--- src/rtl/me_result_collector.sv ---
// Buffers motion-estimation results in a small first-word fall-through FIFO and
// tracks a block sequence number, a saturating frame SAD sum and a sticky drop flag.
module me_result_collector #(
  parameter int DEPTH     = 4,
  parameter int MV_OFFSET = 16
) (
  input  logic                     clk,
  input  logic                     rst,
  input  logic                     clr_i,
  input  logic                     data_valid,
  input  logic [13:0]              MSAD,
  input  logic [4:0]               MSAD_row,
  input  logic [4:0]               MSAD_column,
  output logic                     mv_valid,
  input  logic                     mv_ready,
  output logic [5:0]               mv_y,
  output logic [5:0]               mv_x,
  output logic [13:0]              sad_out,
  output logic [15:0]              blk_idx,
  output logic [$clog2(DEPTH):0]   level,
  output logic [19:0]              frame_sad,
  output logic                     overflow
);

  localparam int         AW      = $clog2(DEPTH);
  localparam logic [5:0] OFFSET6 = 6'(MV_OFFSET);

  logic [AW:0]   wr_ptr, rd_ptr;
  logic [AW-1:0] rd_idx;
  logic [15:0]   blk_cnt;
  logic [15:0]   blk_base;
  logic [19:0]   sad_base;
  logic [20:0]   sad_sum;
  logic [19:0]   sad_next;
  logic          full, empty, do_push, do_pop, drop;

  logic [13:0] sad_mem [DEPTH];
  logic [4:0]  row_mem [DEPTH];
  logic [4:0]  col_mem [DEPTH];
  logic [15:0] blk_mem [DEPTH];

  assign level    = wr_ptr - rd_ptr;
  assign full     = (level == (AW+1)'(DEPTH));
  assign empty    = (level == '0);
  assign mv_valid = !empty;
  assign rd_idx   = rd_ptr[AW-1:0];

  // A pop frees a slot in the same edge, so a full FIFO still accepts a push then.
  assign do_pop  = mv_valid & mv_ready;
  assign do_push = data_valid & (!full | do_pop);
  assign drop    = data_valid & full & !do_pop;

  // Clear takes effect before a same-cycle push, so that push starts the new frame.
  assign blk_base = clr_i ? 16'd0 : blk_cnt;
  assign sad_base = clr_i ? 20'd0 : frame_sad;
  assign sad_sum  = {1'b0, sad_base} + 21'(MSAD);
  assign sad_next = sad_sum[20] ? 20'hFFFFF : sad_sum[19:0];

  always_ff @(posedge clk or negedge rst) begin
    if (!rst) begin
      wr_ptr    <= '0;
      rd_ptr    <= '0;
      blk_cnt   <= '0;
      frame_sad <= '0;
      overflow  <= 1'b0;
    end else begin
      if (do_push)
        wr_ptr <= wr_ptr + 1'b1;
      if (do_pop)
        rd_ptr <= rd_ptr + 1'b1;
      blk_cnt   <= do_push ? blk_base + 16'd1 : blk_base;
      frame_sad <= do_push ? sad_next : sad_base;
      overflow  <= (overflow & !clr_i) | drop;
    end
  end

  always_ff @(posedge clk) begin
    if (do_push) begin
      sad_mem[wr_ptr[AW-1:0]] <= MSAD;
      row_mem[wr_ptr[AW-1:0]] <= MSAD_row;
      col_mem[wr_ptr[AW-1:0]] <= MSAD_column;
      blk_mem[wr_ptr[AW-1:0]] <= blk_base;
    end
  end

  // Storage is never reset, so the head is masked to zero whenever the FIFO is empty.
  always_comb begin
    mv_y    = '0;
    mv_x    = '0;
    sad_out = '0;
    blk_idx = '0;
    if (!empty) begin
      mv_y    = {1'b0, row_mem[rd_idx]} - OFFSET6;
      mv_x    = {1'b0, col_mem[rd_idx]} - OFFSET6;
      sad_out = sad_mem[rd_idx];
      blk_idx = blk_mem[rd_idx];
    end
  end

endmodule

--- config.mk ---
export PLATFORM = sky130hd
export DESIGN_NAME = me_result_collector
export DESIGN_NICKNAME = d
export VERILOG_FILES = /design/src/rtl/me_result_collector.sv
export SDC_FILE = /design/constraint.sdc
export NUM_CORES = 1
export LEC_CHECK = 0
export ABC_AREA = 0
export CAP_MARGIN = 25
export CORE_MARGIN = 5
export CORE_UTILIZATION = 30
export CTS_BUF_LIST = sky130_fd_sc_hd__clkbuf_4
export DETAILED_ROUTE_END_ITERATION = 16
export DONT_BUFFER_PORTS = 1
export GPL_ROUTABILITY_DRIVEN = 0
export PLACE_DENSITY = 0.53
export SLEW_MARGIN = 20
export SYNTH_ARGS = -nofsm -noshare
export SYNTH_HDL_FRONTEND = slang
export SYNTH_SLANG_ARGS = --single-unit
--- constraint.sdc ---
create_clock -name clk -period 3.4 [get_ports clk]
set_input_delay 0.68 -clock clk [delete_from_list [all_inputs] [get_ports clk]]
set_output_delay 0.68 -clock clk [all_outputs]
set_load 0.005 [all_outputs]
==> impl_metrics.py, run 1 <==
metrics = {
    "run_status": {
        "status": "finished clean",
    },
    "final_layout": {
        "seq_area_um2": 5880,
        "multi_input_comb_area_um2": 2970,
        "syn_to_final_growth_pct": 15.8,
        "nNetsFinal": 685,
        "drive_gt1_share_pct": 26.9,
        "finalNonFillerCells": 1065,
        "nFillCells": 2910,
    },
    "power_and_ir_drop": {
        "p_switching_mw": 3.19,
        "irDropWorstVdd_v": 0.000430,
        "power_density_nw_per_um2": 908,
        "power.static_leakage_nw": 3.71,
        "p_clk_share_pct": 22.7,
        "seqPwrFrac_pct": 37.8,
        "swShare_pct": 33.8,
        "internal-power_mw": 6.25,
        "pwr-share-comb_pct": 39.5,
    },
    "sta": {
        "tightest_slew_ns": 0.675,
        "setup_viol": 0,
        "rsz0062_at_grt": "true",
        "slew_violations": 0,
        "slew_headroom_pct": 55.0,
        "final_hold_viol_count": 0,
        "fin_tns_setup_ns": 0,
        "finalCriticalPeriod_ns": 3.23,
        "clock.fmax_ghz": 0.310,
        "period_share_pct": 95.0,
        "fin_skew_ns": 0.0535,
    },
    "placement": {
        "hpwl_um": 13100,
        "portBuffers": 0,
        "place_inst": 957,
    },
    "synthesis": {
        "ys_top_cells_by_area": "edfxtp_1 53%, dfrtp_1 12%, mux4_2 10%",
        "synth_seq_cells": 203,
        "yosysUniqueCellTypes": 54,
        "yosysWarningCount": 0,
        "synth-edff-count": 160,
        "async_flop_share_pct": 21.2,
        "syn-num-nets": 636,
        "syn_area_um2": 8980,
        "yosysMostFrequentCell": "edfxtp_1",
        "synthFlopType": "edfxtp_1",
        "ys_top_cells_by_count": "160 x edfxtp_1, 44 x and2_1, 43 x dfrtp_1",
        "syn-mean-instance-area_um2": 15.4,
        "yosysSeqAreaShare_pct": 65.5,
        "syn_inst": 584,
        "netlist.area_leader.share_pct": 53.5,
        "post-synth-top-area-cell": "edfxtp_1",
    },
    "worst_hold_path": {
        "min_path_cells": 0,
        "min_path_type": "in -> reg",
        "hp-start": "MSAD_row[3]",
        "holdPathEnd": "row_mem[2][3]",
    },
    "setup_path": {
        "crit_path_top_delay_cell": "dfrtp_1",
        "start_kind": "flop",
        "crit_top_cell": "inv_2",
        "worstPathArrival_ns": 2.55,
        "crit_chain": "inv_2 -> ha_4 -> fa_2 -> xnor3_1 -> inv_2 -> nor2_4 -> clkinv_4 -> clkbuf_16 -> and2_1",
        "r2r_end": "blk_cnt[15]",
        "r2r_cells": 12,
        "ff2ff_setup_slack_ns": 0.47,
        "worstPathRequired_ns": 2.72,
        "max_stage_delay_ns": 0.39,
        "critPathMaxFanout": 8,
        "cp-end-kind": "output port",
        "path_class": "reg -> out",
        "rr_startpoint": "wr_ptr[0]",
    },
    "clocking": {
        "cts_buffer_depth": 3,
        "cts_root_buf": "clkbuf_4",
        "cts_made_buffers": 53,
        "h-tree-depth": 2,
        "clk_pin_slew_ns": 0.07,
        "cts_tree": "done",
        "cts.sinks": 203,
        "insertion_delay_ns": 0.68,
    },
    "grt": {
        "antenna_found_initial": 2,
        "grt_pass1_vias": 5397,
        "grt_pass1_wl_um": 31600,
        "grt_overflow_total": 0,
        "grt_max_degree": 44,
        "grt_use_total_pct": 12.2,
    },
    "detailed_routing": {
        "drc": 0,
        "wl_um": 20800,
        "vias": 5087,
        "drtIter0Drc": 249,
        "wl_per_cell_um": 19.6,
        "via_per_inst": 4.78,
        "drt_first_pass_iters": 4,
        "drtAntennaViolNets": 0,
    },
    "floorplan": {
        "die_w_um": 183,
        "die_h_um": 183,
        "std_cell_rows": 63,
        "ios": 96,
        "dieArea_um2": 33500,
        "core-area_um2": 29600,
        "start_util_pct": 30.3,
    },
    "job": {
        "maxCapViolCount": 0,
    },
}
-- worst max path at each step --
| stage | startpoint | to | depth (start not counted) |
|---|---|---|---|
| after global routing | wr_ptr[0] | sad_out[11] | 9 |
| after detailed placement | wr_ptr[0] | blk_cnt[15] | 10 |
| after CTS | wr_ptr[0] | sad_out[4] | 9 |
| after global placement | wr_ptr[0] | sad_out[0] | 9 |
| final | wr_ptr[0] | mv_x[0] | 9 |
| after floorplan | wr_ptr[0] | blk_mem[0][0] | 8 |
-- state kept, by name (all words and copies together) (netlist names) --
name	count
blk_mem	64
sad_mem	56
col_mem	20
frame_sad	20
row_mem	20
blk_cnt	16
rd_ptr	3
wr_ptr	3
overflow	1
-- metal layers --
layer  vias to the layer above  wire length, µm  global-route usage (%)  share of wire (%)
li1                       2332                -                       -                  -
met1                      2569             8800                    15.5                 42
met2                       149             9730                    19.4                 47
met3                        37             1860                    4.62                8.9
met4                         0              447                    4.11                2.1
met5                         -                0                       0                  0
-- critical path: cells and delay by family, from the launching register on --
family | cells | cell delay, ns
simple gates | 2 | 0.29
buf+inv | 4 | 0.45
flops | 1 | 0.39
xor+xnor | 1 | 0.25
fa+ha+maj | 2 | 0.48
-- cell families after synthesis --
kind of cell	after synthesis	share of synthesized area [%]
AND/OR/NAND/NOR	180	11.0
adder cells (fa/ha/maj)	23	3.37
AO/OA/AOI/OAI	62	4.51
buffers and inverters	41	1.98
XOR/XNOR	30	3.08
multiplexers	45	10.6
flip-flops	203	65.5
-- power by group through the flow --
stage          Sequential, mW  Clock [mW]  Combinational, mW
3_3_place_gp             3.60           0               3.20
3_5_place_dp             3.63           0               3.25
2_1_floorplan            3.54           0               2.35
6_report                 3.57        2.14               3.72
5_1_grt                  3.63        2.38               4.14
4_1_cts                  3.58        2.24               3.42
-- cell usage in the layout (no fill, tap or decap), types with 6 or more instances in the layout --
cell type,instances
nor2_1,30
dfrtp_1,41
ha_1,20
and2_1,33
buf_4,13
clkbuf_4,82
nor3_1,8
nand4_1,12
and2_4,7
edfxtp_1,160
xor2_1,10
nand2_1,23
nand3_1,10
inv_1,9
clkinv_1,7
xnor2_1,19
nor2b_1,33
o21ai_0,6
mux4_2,40
a21oi_1,25
-- repair_timing --
item	4_1_cts	5_1_grt
setup endpoints to repair	39	38
hold endpoints to repair	43	0
hold buffers	2	0
pin swaps	1	1
cloned	0	2
resized for setup	9	16
buffers inserted	2	5
-- final cells by class --
class | count | area share, %
Antenna cell | 2 | 0.0481
Clock buffer | 82 | 5.92
Clock inverter | 13 | 0.842
Inverter | 12 | 0.481
Multi-Input combinational cell | 340 | 28.6
Sequential cell | 203 | 56.6
Tap cell | 390 | 4.69
Timing Repair Buffer | 23 | 2.85
-- through the flow --
stage / hold slack [ns] / setup slack [ns] / util [%] / area [µm²] / total power [mW]
3_3_place_gp: 0.388 / 0.614 / 32.0 / 9470 / 6.80
6_report: 0.0957 / 0.170 / 35.1 / 10400 / 9.44
2_1_floorplan: 0.384 / 0.214 / - / 8980 / 5.89
5_1_grt: 0.0223 / -0.00498 / 35.1 / 10400 / 10.2
4_1_cts: 0.0105 / 0.0255 / 34.6 / 10300 / 9.25
3_5_place_dp: 0.387 / 0.509 / 32.0 / 9470 / 6.88
Power figures use the tool's default switching activity.
==> run 2: changes to the inputs <==
--- a/config.mk
+++ b/config.mk
@@ -5,7 +5,7 @@
 export SDC_FILE = /design/constraint.sdc
 export NUM_CORES = 1
 export LEC_CHECK = 0
-export ABC_AREA = 0
+export ABC_AREA = 1
 export CAP_MARGIN = 25
 export CORE_MARGIN = 5
 export CORE_UTILIZATION = 30
==> run 2 against run 1 <==
  * Hold slack lost 0.023 ns
  * Sequential cell count is the same
  * Non-clock buffer count fell by 1
  * Largest power group unchanged
  * Wire length is 19% higher
==> impl_metrics.py, run 2 <==
metrics = {
    "setup_path": {
        "start_kind": "flop",
        "rr_startpoint": "rd_ptr[0]",
        "worstPathArrival_ns": 2.56,
        "critPathMaxFanout": 10,
        "max_stage_delay_ns": 0.44,
        "crit_path_top_delay_cell": "dfrtp_2",
        "worstPathRequired_ns": 2.72,
        "path_class": "reg -> out",
        "ff2ff_setup_slack_ns": 0.24,
        "crit_top_cell": "nand2_1",
        "crit_chain": "ha_4 -> fa_2 -> xor2_1 -> nand2_1 -> nand2_2 -> nand3_4 -> clkbuf_16 -> nand2_1 -> inv_1",
        "critPathLaunch": "rd_ptr[0]",
        "cp-end-kind": "output port",
    },
    "clocking": {
        "insertion_delay_ns": 0.70,
        "cts_root_buf": "clkbuf_4",
        "h-tree-depth": 2,
        "clk_pin_slew_ns": 0.07,
        "cts_tree": "done",
        "cts.sinks": 203,
        "cts_buffer_depth": 3,
        "cts_made_buffers": 55,
    },
    "grt": {
        "antenna_found_initial": 2,
        "grt_overflow_total": 0,
        "grt_use_total_pct": 13.3,
        "grt_pass1_wl_um": 37700,
        "grt_pass1_vias": 6634,
        "grt_max_degree": 83,
    },
    "synthesis": {
        "post-synth-top-area-cell": "edfxtp_1",
        "synth_seq_cells": 203,
        "synth-edff-count": 160,
        "ys_top_cells_by_count": "194 x nor2_1, 193 x nand2_1, 160 x edfxtp_1",
        "syn-mean-instance-area_um2": 9.88,
        "syn-num-nets": 1027,
        "yosysUniqueCellTypes": 37,
        "async_flop_share_pct": 21.2,
        "yosysMostFrequentCell": "nor2_1",
        "syn_inst": 975,
        "ys_top_cells_by_area": "edfxtp_1 50%, dfrtp_1 11%, nor2_1 7.6%",
        "netlist.area_leader.share_pct": 49.9,
        "syn_area_um2": 9640,
        "yosysSeqAreaShare_pct": 61.0,
        "yosysWarningCount": 0,
        "synthFlopType": "edfxtp_1",
    },
    "final_layout": {
        "nNetsFinal": 1066,
        "design_area_um2": 11200,
        "utilization_pct": 35.3,
        "layout_common_cells": "191 x nor2_1, 165 x nand2_1, 160 x edfxtp_1",
        "final_common_cell": "nor2_1",
        "largest_reg_flops": 64,
        "syn_to_final_growth_pct": 16.0,
        "drive_gt1_share_pct": 19.8,
    },
    "sta": {
        "finalCriticalPeriod_ns": 3.24,
        "slew_headroom_pct": 40.3,
        "slew_violations": 0,
        "setup_viol": 0,
        "fin_skew_ns": 0.0721,
        "finalWorstSetupSlack_ns": 0.156,
        "clock.fmax_ghz": 0.308,
        "tightest_slew_ns": 0.894,
        "rsz0062_at_grt": "true",
        "period_share_pct": 95.4,
        "final_hold_viol_count": 0,
    },
    "floorplan": {
        "die_h_um": 189,
        "dieArea_um2": 35800,
        "std_cell_rows": 65,
        "start_util_pct": 30.5,
        "core-area_um2": 31600,
        "ios": 96,
        "die_w_um": 189,
    },
    "detailed_routing": {
        "wl_um": 24700,
        "via_per_inst": 4.59,
        "vias": 6718,
        "wl_met1_um": 11300,
        "drt_first_pass_iters": 4,
        "met2_length_um": 11600,
        "drc": 0,
        "drtIter0Drc": 386,
        "wl_per_cell_um": 16.9,
        "dr_wl_met3_um": 1490,
        "highest_layer": "met4",
        "drtAntennaViolNets": 0,
    },
    "placement": {
        "postPlaceCellArea_um2": 10100,
        "hpwl_um": 15500,
        "place_ws_ns": 0.163,
        "portBuffers": 0,
    },
    "power_and_ir_drop": {
        "swShare_pct": 39.7,
        "p_clk_share_pct": 23.6,
        "irDropWorstVdd_v": 0.000461,
        "seqPwrFrac_pct": 35.3,
        "finalPower_mw": 9.99,
        "internal-power_mw": 6.02,
        "power_density_nw_per_um2": 894,
        "power.static_leakage_nw": 4.67,
        "p_switching_mw": 3.97,
        "pwr-share-comb_pct": 41.2,
    },
    "job": {
        "maxCapViolCount": 0,
    },
    "worst_hold_path": {
        "hp-start": "MSAD_row[4]",
        "min_path_type": "in -> reg",
    },
    "run_status": {
        "status": "finished clean",
    },
}
[run 2: cell types whose count changed in the layout (fill, tap and decap cells not counted), sizes merged, moves of 14 or more]
| cell | previous run | this run |
|---|---|---|
| mux4 | 40 | 0 |
| a21oi | 27 | 11 |
| nor2 | 31 | 208 |
| nand3 | 11 | 40 |
| nand2 | 25 | 195 |
| and2 | 44 | 2 |
| o32ai | 0 | 38 |
| inv | 12 | 121 |
| o21ai | 8 | 46 |
| clkbuf | 84 | 98 |
| nor2b | 33 | 0 |
[run 2: stage by stage]
step                      setup TNS [ns]  cells  hold slack [ns]
final                                  0   1465           0.0726
after global routing               -1.93   1464           0.0197
after CTS                              0   1454           0.0135
after detailed placement               0   1346            0.390
after global placement                 0   1346            0.390
after floorplan                   -56.99    975            0.384
[run 2: routing by layer]
layer  vias to the layer above  global-route usage (%)
met2                       154                    21.6
met1                      3161                    17.2
met3                        32                    4.13
li1                       3371                       -
met4                         0                    3.84
met5                         -                       0
[run 2: worst max-delay path, delay by kind of cell, from the launching register on]
kind          cells  cell delay [ns]
fa+ha+maj         2             0.54
buf+inv           2             0.30
simple gates      4             0.49
flops             1             0.44
xor+xnor          1             0.14
[run 2: worst paths after layout]
check / endpoint / cells past startpoint
setup / recovery: blk_idx[6] / 9
hold / removal: row_mem[0][4] / 0
setup reg to reg: sad_mem[3][1] / 10
hold reg to reg: wr_ptr[2] / 1
max in group asynchronous: frame_sad[17] / 2
min in group asynchronous: blk_cnt[5] / 2
[run 2: cells by family (layout without fill, tap and decap cells)]
group	count (synthesis)	in the layout	share of synthesized area, %
adder cells (fa/ha/maj)	23	23	3.14
buffers and inverters	163	247	6.91
other	0	2	0
flip-flops	203	203	61.0
AND/OR/NAND/NOR	456	458	19.4
AO/OA/AOI/OAI	102	102	6.97
XOR/XNOR	26	26	2.36
multiplexers	2	2	0.208
[run 2: layout make-up]
class,instances,area (µm²)
antenna,2,5.00
multi-input combinational,611,3240
tap,402,503
sequential,203,5880
timing repair buffer,22,300
clock buffer,96,721
clock inverter,8,66.3
inverter,121,458
fill,3221,20500
[run 2: repair_timing]
action / CTS / global route
setup buffers: 1 / 5
hold endpoints to repair: 43 / 0
gates resized for setup: 11 / 62
hold buffers: 2 / 0
pin swaps: 1 / 7
gates cloned: 1 / 4
setup endpoints to repair: 38 / 33
[run 2: power groups by stage]
stage	logic, mW	clock network (mW)	registers (mW)
floorplan	2.54	0	3.51
global placement	3.46	0	3.57
detailed placement	3.50	0	3.58
CTS	3.76	2.44	3.53
global route	4.64	2.57	3.58
finish	4.11	2.35	3.52
